==> src/rtl/fp_matmul_pkg.sv <==
// Shared types and helpers for the sequential fixed-point matrix multiplier.
// The requantise function is also used by the softmax block.
package fp_matmul_pkg;

   typedef enum logic [1:0] {
      IDLE,
      MAC,
      EMIT
   } state_t;

   function automatic int acc_width(input int in_w, input int col_1);
      return 2 * in_w + $clog2(col_1) + 1;
   endfunction

   function automatic int requant_shift(input int in_frac, input int out_frac);
      return 2 * in_frac - out_frac;
   endfunction

   // Round half up, then clamp to the signed out_w range.
   function automatic longint requantise(input longint acc, input int sh, input int out_w);
      longint v;
      longint hi;
      longint lo;
      v = acc;
      if (sh > 0) begin
         v = (v + (longint'(1) <<< (sh - 1))) >>> sh;
      end
      hi = (longint'(1) <<< (out_w - 1)) - 1;
      lo = -(longint'(1) <<< (out_w - 1));
      if (v > hi) begin
         v = hi;
      end else if (v < lo) begin
         v = lo;
      end
      return v;
   endfunction

endpackage

==> src/rtl/fp_mac_lane.sv <==
// One signed multiply-accumulate lane. acc_next exposes the sum being
// written this cycle so the final value can be requantised without a bubble.
module fp_mac_lane #(
   parameter int IN_W  = 16,
   parameter int ACC_W = 35
) (
   input  logic                    clk,
   input  logic                    rst_n,
   input  logic                    clr,
   input  logic                    en,
   input  logic signed [IN_W-1:0]  a,
   input  logic signed [IN_W-1:0]  b,
   output logic signed [ACC_W-1:0] acc_next
);

   logic signed [2*IN_W-1:0] prod;
   logic signed [ACC_W-1:0]  acc;

   assign prod     = a * b;
   assign acc_next = acc + ACC_W'(prod);

   always_ff @(posedge clk or negedge rst_n) begin
      if (!rst_n) begin
         acc <= '0;
      end else if (clr) begin
         acc <= '0;
      end else if (en) begin
         acc <= acc_next;
      end
   end

endmodule

==> src/rtl/fp_matmul_seq.sv <==
// Sequential fixed-point C = A x B, LANES output columns per group, with
// start/busy/done handshake and valid/ready output backpressure.
module fp_matmul_seq
   import fp_matmul_pkg::*;
#(
   parameter int IN_W     = 16,
   parameter int IN_FRAC  = 8,
   parameter int OUT_W    = 16,
   parameter int OUT_FRAC = 8,
   parameter int ROW_1    = 8,
   parameter int COL_1    = 4,
   parameter int COL_2    = 8,
   parameter int LANES    = 2,
   parameter int ACC_W    = acc_width(IN_W, COL_1),
   localparam int ROW_W   = (ROW_1 > 1) ? $clog2(ROW_1) : 1,
   localparam int COL_W   = (COL_2 > 1) ? $clog2(COL_2) : 1
) (
   input  logic                     clk,
   input  logic                     rst_n,
   input  logic                     start,
   input  logic [ROW_1*COL_1*IN_W-1:0] mat_in1,
   input  logic [COL_1*COL_2*IN_W-1:0] mat_in2,
   output logic                     busy,
   output logic                     out_valid,
   input  logic                     out_ready,
   output logic [LANES*OUT_W-1:0]   out_data,
   output logic [ROW_W-1:0]         out_row,
   output logic [COL_W-1:0]         out_col,
   output logic                     done
);

   localparam int K_W = (COL_1 > 1) ? $clog2(COL_1) : 1;
   localparam int SH  = requant_shift(IN_FRAC, OUT_FRAC);

   state_t                         state;
   logic [ROW_1*COL_1*IN_W-1:0]    a_reg;
   logic [COL_1*COL_2*IN_W-1:0]    b_reg;
   logic [ROW_W-1:0]               row;
   logic [COL_W-1:0]               col;
   logic [K_W-1:0]                 k;

   logic signed [IN_W-1:0]         a_elem;
   logic signed [IN_W-1:0]         b_elem   [LANES];
   logic signed [ACC_W-1:0]        acc_next [LANES];
   longint                         rq       [LANES];
   logic [LANES*OUT_W-1:0]         requant_bus;
   logic                           lane_clr;
   logic                           lane_en;

   assign lane_clr = (state != MAC);
   assign lane_en  = (state == MAC);

   // Every lane shares A[row][k] and takes its own column of B.
   always_comb begin
      a_elem = a_reg[(int'(row) * COL_1 + int'(k)) * IN_W +: IN_W];
      for (int l = 0; l < LANES; l++) begin
         b_elem[l] = b_reg[(int'(k) * COL_2 + int'(col) + l) * IN_W +: IN_W];
      end
   end

   for (genvar g = 0; g < LANES; g++) begin : g_lane
      fp_mac_lane #(
         .IN_W  (IN_W),
         .ACC_W (ACC_W)
      ) u_lane (
         .clk      (clk),
         .rst_n    (rst_n),
         .clr      (lane_clr),
         .en       (lane_en),
         .a        (a_elem),
         .b        (b_elem[g]),
         .acc_next (acc_next[g])
      );
   end

   always_comb begin
      requant_bus = '0;
      for (int l = 0; l < LANES; l++) begin
         rq[l] = requantise(longint'(acc_next[l]), SH, OUT_W);
         requant_bus[l*OUT_W +: OUT_W] = rq[l][OUT_W-1:0];
      end
   end

   always_ff @(posedge clk or negedge rst_n) begin
      if (!rst_n) begin
         state     <= IDLE;
         busy      <= 1'b0;
         out_valid <= 1'b0;
         done      <= 1'b0;
         out_data  <= '0;
         out_row   <= '0;
         out_col   <= '0;
         row       <= '0;
         col       <= '0;
         k         <= '0;
         a_reg     <= '0;
         b_reg     <= '0;
      end else begin
         done <= 1'b0;
         case (state)
            IDLE: begin
               if (start) begin
                  a_reg <= mat_in1;
                  b_reg <= mat_in2;
                  row   <= '0;
                  col   <= '0;
                  k     <= '0;
                  busy  <= 1'b1;
                  state <= MAC;
               end
            end
            MAC: begin
               if (k == K_W'(COL_1 - 1)) begin
                  out_data  <= requant_bus;
                  out_row   <= row;
                  out_col   <= col;
                  out_valid <= 1'b1;
                  state     <= EMIT;
               end else begin
                  k <= k + 1'b1;
               end
            end
            EMIT: begin
               if (out_ready) begin
                  k         <= '0;
                  out_valid <= 1'b0;
                  if (int'(col) + LANES < COL_2) begin
                     col   <= col + COL_W'(LANES);
                     state <= MAC;
                  end else if (int'(row) < ROW_1 - 1) begin
                     row   <= row + 1'b1;
                     col   <= '0;
                     state <= MAC;
                  end else begin
                     busy  <= 1'b0;
                     done  <= 1'b1;
                     state <= IDLE;
                  end
               end
            end
            default: state <= IDLE;
         endcase
      end
   end

endmodule

==> config.mk <==
export PLATFORM = sky130hd
export DESIGN_NAME = fp_matmul_seq
export DESIGN_NICKNAME = d
export VERILOG_FILES = /design/src/rtl/fp_matmul_pkg.sv /design/src/rtl/fp_mac_lane.sv /design/src/rtl/fp_matmul_seq.sv
export SDC_FILE = /design/constraint.sdc
export NUM_CORES = 2
export LEC_CHECK = 0
export ABC_AREA = 1
export CAP_MARGIN = 20
export CORE_AREA = 2 2 419 421
export CTS_CLUSTER_DIAMETER = 100
export DETAILED_ROUTE_END_ITERATION = 12
export DIE_AREA = 0 0 421 423
export PLACE_DENSITY = 0.67
export SETUP_SLACK_MARGIN = 0.15
export SYNTH_ARGS = -nofsm -noshare
export SYNTH_HDL_FRONTEND = slang
export SYNTH_SLANG_ARGS = --single-unit
==> constraint.sdc <==
create_clock -name clk -period 8.82 [get_ports clk]
set_input_delay 1.764 -clock clk [delete_from_list [all_inputs] [get_ports clk]]
set_output_delay 1.764 -clock clk [all_outputs]
set_load 0.1 [all_outputs]
### Word level (Yosys, flattened, before mapping)

Index checks and enable logic that the tools add are counted.
W data, S select, Z words.

* register bits after elaboration: 1145
* input port bits: 1028
* output and inout bits: 41

* add/sub/neg operators: 11
* $mul: 2
* order comparisons: 6
* eq/ne operators: 12
* shift operators: 3
* muxes and demuxes: 39
* reduce and logical (&&, ||, !) cells: 13

Operators with widths (count)
* $shiftx A512 B11 Y16: 2
* $shiftx A512 B12 Y16: 1
* $mux W35: 4
* $add A35 B9 Y36 const B: 2
* $add A35 B32 Y35: 2
* $mul A16 B16 Y32: 2
* $mux W16: 4
* $gt A28 B16 Y1 const B: 2
* $lt A28 B16 Y1 const B: 2
* $mux W3: 7
* $ne A2 B2 Y1 const B: 7
* $mux W1: 12
* $mux W2: 6
* $pmux W2 S3: 2
* $pmux W3 S2: 2
* $reduce_and A5 Y1: 2
* $reduce_and A4 Y1: 2
* $add A6 B1 Y7 const B: 1
* $add A5 B2 Y6: 1
* $add A5 B3 Y6: 1
* $reduce_and A3 Y1: 2
* $reduce_bool A2 Y1: 3
* $add A3 B2 Y4 const B: 1
* $eq A2 B2 Y1 const B: 2
* other kinds (12): 14

### Depth between registers and ports, before layout

* depth after elaboration: 9
* mapped depth: 53

### Cells and area by module

From an unflattened synthesis, not the netlist that was laid out.

* cells, all modules: 10405
* area, all modules: 78718.0 um2

By module, submodules not included
* fp_matmul_seq: instances 1, cells an instance 6726, area an instance 50674.9 um2, sequential area each 26850.8 um2
* fp_mac_lane (g_lane[0].u_lane): instances 1, cells an instance 1846, area an instance 14061.0 um2, sequential area each 875.8 um2
* fp_mac_lane (g_lane[1].u_lane): instances 1, cells an instance 1833, area an instance 13982.2 um2, sequential area each 875.8 um2

### Worst setup path after synthesis

OpenSTA, ideal clock, no wires.

* path kind: register -> register
* from: reg k[0]
* to: reg out_data[21]
* arrival: 7.881 ns
* slack: 0.820 ns
* stages on the path, launching flop included: 42
* clock period less this slack: 8.000 ns
* path through: dfrtp_1 > buf_2 > buf_2 > clkbuf_1 > clkbuf_1 > buf_1 > o211ai_1 > nand2_1 > clkbuf_1 > nand2_1 > fa_1 > inv_1 > fa_1 > inv_1 > fa_1 > inv_1 > fa_1 > fa_1 > (+6 left out) > inv_1 > nor3_1 > nand3_1 > nand3_1 > nand2_2 > nor2_1 > nand2_1 > nor2_1 > nand3_1 > xor2_1 > nand3b_1 > nor2_1 > nand3_1 > nand2_2 > buf_6 > nand2_1 > nand2_1 > nand2_1

* cells in the longest elaborated chain, start to end: 9
* elaborated cells between the ends (all ways): 14
* those cells by class: add/sub (5); mul (1); order compare (2); eq/ne (1); shift (2); mux (2); reduce/logical (1)

RTL lines
* from (decl): line fp_matmul_seq.sv:40 `logic [K_W-1:0] k;`
* from (signal assigned): line fp_matmul_seq.sv:120 `k <= k + 1'b1;`
* $add A5 B3 Y6: line fp_matmul_seq.sv:57 `b_elem[l] = b_reg[(int'(k) * COL_2 + int'(col) + l) * IN_W +: IN_W];`
* $add A6 B1 Y7: line fp_matmul_seq.sv:57
* $shiftx A512 B12 Y16: line fp_matmul_seq.sv:57
* $mul A16 B16 Y32: line fp_mac_lane.sv:19 `assign prod = a * b;`
* $add A35 B32 Y35: line fp_mac_lane.sv:20 `assign acc_next = acc + ACC_W'(prod);`
* $add A35 B9 Y36: line fp_matmul_pkg.sv:26 `v = (v + (longint'(1) <<< (sh - 1))) >>> sh;`
* $lt A28 B16 Y1: line fp_matmul_pkg.sv:32 `end else if (v < lo) begin`
* $mux W16: line fp_matmul_pkg.sv:32
* $mux W16: line fp_matmul_pkg.sv:30 `if (v > hi) begin`
* to (signal assigned): line fp_matmul_seq.sv:114 `out_data <= requant_bus;`
* to (decl): line fp_matmul_seq.sv:26 `output logic [LANES*OUT_W-1:0] out_data,`

Parallel ways exist; a longest one is shown, timed or not.
A chain may end at the register's enable or synchronous reset.

### Final worst setup path

* from: reg col[2]
* to: reg out_data[14]

* cells in the longest elaborated chain, start to end: 8
* elaborated cells between the ends (all ways): 9
* those cells by class: add/sub (3); mul (1); order compare (2); shift (1); mux (2)

RTL lines
* from (decl): line fp_matmul_seq.sv:39 `logic [COL_W-1:0] col;`
* from (signal assigned): line fp_matmul_seq.sv:128 `col <= col + COL_W'(LANES);`
* $add A5 B3 Y6 *: line fp_matmul_seq.sv:57
* $shiftx A512 B11 Y16 *: line fp_matmul_seq.sv:57
* $mul A16 B16 Y32 *: line fp_mac_lane.sv:19
* $add A35 B32 Y35 *: line fp_mac_lane.sv:20
* $add A35 B9 Y36 *: line fp_matmul_pkg.sv:26
* $lt A28 B16 Y1: line fp_matmul_pkg.sv:32
* $mux W16: line fp_matmul_pkg.sv:32
* $mux W16 *: line fp_matmul_pkg.sv:30

Mark *: on every way between the ends. The rest lies on a longest branch, timed or not.

==> impl_metrics.env <==
export IMPL_crit_path_frequent_cell="nand2_1"
export IMPL_clock_fmax_mhz=117
export IMPL_topRoutingLayerUsed="met5"
export IMPL_wl_per_cell_um=24.4
export IMPL_synth_top_cell_area_share=0.369
export IMPL_grt_setup_unrepaired="yes"
export IMPL_hp_class="reg2reg"
export IMPL_crit_path_top_delay_cell="dfrtp_4"
export IMPL_wl_mm=351
export IMPL_gr_total_overflow=0
export IMPL_die_y_um=423
export IMPL_portBuffers=1067
export IMPL_hold_viol=0
export IMPL_synth_distinct_cells=40
export IMPL_clk_pin_slew_ns=0.06
export IMPL_synth_seq_cells=1143
export IMPL_finalNetCount=13700
export IMPL_antenna_found_initial=29
export IMPL_multi_input_area_um2=46000
export IMPL_n_fill_cell=15300
export IMPL_via_per_inst=5.37
export IMPL_fin_crit_ns=8.56
export IMPL_met3_length_mm=25.5
export IMPL_ctsLongestPathBuffers=3
export IMPL_syn_area_um2=77600
export IMPL_crit_fanout=11
export IMPL_die_area_um2=178000
export IMPL_initialDrtViolationCount=7918
export IMPL_fin_cells=14300
export IMPL_crit_type="reg2reg"
export IMPL_globalRouteTotalUtil=0.387
export IMPL_synth_area_leader_cell="dfrtp_1"
export IMPL_fin_crit_sh=0.971
export IMPL_drc=0
export IMPL_cts_buffers=132
export IMPL_synth_area_leaders="dfrtp_1 37%, nand2_1 20%, fa_1 16%"
export IMPL_h_tree_depth=4
export IMPL_area_growth_syn_to_layout_pct=38.2
export IMPL_worstPathRequired_ns=9.52
export IMPL_grt_pass1_wl_mm=510
export IMPL_cap_viol_max_count=0
export IMPL_place_gp_congestion=1.02
export IMPL_tightestPinTransition_ns=1.10
export IMPL_setup_worst_path_start_class="flip-flop"
export IMPL_wl_met2_mm=160
export IMPL_fp_dieW_um=421
export IMPL_outcome="completed"
export IMPL_synth_edf_count=0
export IMPL_cts_tree="done"
export IMPL_met1_length_mm=133
export IMPL_start_util=0.448
export IMPL_first_pass_iters=6
export IMPL_clock_sinks=1143
export IMPL_drive_above_1_share=0.167
export IMPL_grt_max_degree=229
export IMPL_crit_arrival_ns=9.27
export IMPL_setup_tns_ns=0
export IMPL_syn_num_nets=12000
export IMPL_area_sequential_um2=28600
export IMPL_cp_slowest_stage_delay_ns=0.56
export IMPL_finalSetupViolCount=0
export IMPL_fp_coreArea_um2=173000
export IMPL_ys_warn_count=0
export IMPL_async_flop_share=1.00
export IMPL_ys_seq_area_frac=0.369
export IMPL_fin_skew_ns=0.0855
export IMPL_final_max_slew_violation_count=0
export IMPL_cts_root_buf="clkbuf_16"
export IMPL_first_global_vias=78200
export IMPL_slew_headroom=0.267
export IMPL_syn_area_per_cell_um2=7.63
export IMPL_end_kind="flip-flop"
export IMPL_num_rows=153
export IMPL_ant_nets=0
export IMPL_ys_flop_type="dfrtp_1"
export IMPL_hpwl_mm=272
export IMPL_clkLatencyLatePin_ns=0.85
export IMPL_io_pin_count=1069
export IMPL_dp_cells=13900
export IMPL_vias=77000
export IMPL_synth_cells=10200
[cell families (layout without fill, tap and decap cells)]
logic type                 Yosys count  count (layout)  share of synthesized area
other                                1              32                  0.0000483
xor gates and xnor gates            63              63                    0.00711
adders and majority gates          833             833                      0.194
AOI/OAI and AO/OA                  894             894                     0.0693
DFF                               1143            1143                      0.369
and+or+nand+nor                   5630            5634                      0.282
buffers and inverters             1611            3422                     0.0791
[final timing paths]
check | from | cells past startpoint | slack, ns | endpoint
setup / recovery | col[2]$_DFFE_PN0P_ | 43 | 0.26 | out_data[14]$_DFFE_PN0P_
hold / removal | b_reg[440]$_DFFE_PN0P_ | 2 | 0.47 | b_reg[440]$_DFFE_PN0P_
setup reg to reg | col[2]$_DFFE_PN0P_ | 43 | 0.26 | out_data[14]$_DFFE_PN0P_
hold reg to reg | b_reg[440]$_DFFE_PN0P_ | 2 | 0.47 | b_reg[440]$_DFFE_PN0P_
max in group asynchronous | rst_n | 3 | 5.80 | b_reg[447]$_DFFE_PN0P_
min in group asynchronous | rst_n | 1 | 0.95 | a_reg[414]$_DFFE_PN0P_
[critical path, delay by kind of cell (launching register included)]
kind / cells / cell delay (ns)
buf+inv: 12 / 1.47
simple gates: 20 / 2.25
xor+xnor: 1 / 0.21
fa+ha+maj: 7 / 3.23
compound gates: 3 / 0.71
flops: 1 / 0.56
[stage by stage]
step                      worst slack (ns)  hold WS (ns)   util  cell area, um2
after floorplan                      0.820         0.444      -           77600
after global placement              -0.554         0.457  0.560           97000
after detailed placement            -0.487         0.460  0.560           97000
after CTS                            0.145         0.476  0.595          103000
after global routing                -0.101         0.485  0.619          107000
final                                0.256         0.474  0.619          107000
[area by class of cell]
type	instances	area share
diodes	31	0.000723
clock buffers	191	0.0364
clock inverters	45	0.00685
inverters	1088	0.0391
multi-input cells	7425	0.429
flip-flops and latches	1143	0.267
well taps	2325	0.0271
repair buffers	2096	0.194
repair inverters	2	0.000222
[cell usage after synthesis (all sizes together) (8+ instances only)]
master     n
dfrtp   1143
a31oi      8
inv     1082
clkbuf   451
a21oi     45
nor2    1105
o21bai     8
nand4     67
buf       72
o22ai     66
nor3      22
xnor2     15
nand3    233
xor2      48
o21ai    540
o221ai   174
ha       213
nand2   4189
o211ai    50
fa       620
[cell usage in the layout, fill, tap and decap left out, drive strengths merged, types with 7 or more instances in the layout]
cell type         n
nand2          4193
dfrtp          1143
nor2           1105
inv            1081
clkdlybuf4s50  1066
buf            1008
fa              620
o21ai           540
nand3           233
ha              213
clkbuf          206
o221ai          174
nand4            67
o22ai            66
o211ai           50
xor2             48
a21oi            45
diode            31
clkinv           30
nor3             22
xnor2            15
clkinvlp         14
bufinv           10
o21bai            8
a31oi             8
bufbuf            7
[metal layers]
metal | vias to the layer above | track usage
met5 | - | 0
met4 | 4 | 0.286
met2 | 3653 | 0.614
met1 | 37700 | 0.479
met3 | 920 | 0.0648
li1 | 34700 | -
[repair_timing]
item,4_1_cts,5_1_grt
cloned,16,17
hold buffers,0,0
resized for setup,203,814
buffers inserted,23,107
endpoints found under the setup margin,32,32
pin swaps,40,302
Power is left out: the tool's default activity adds up to more than one toggle a clock period on the data nets, which glitch-free logic cannot reach.
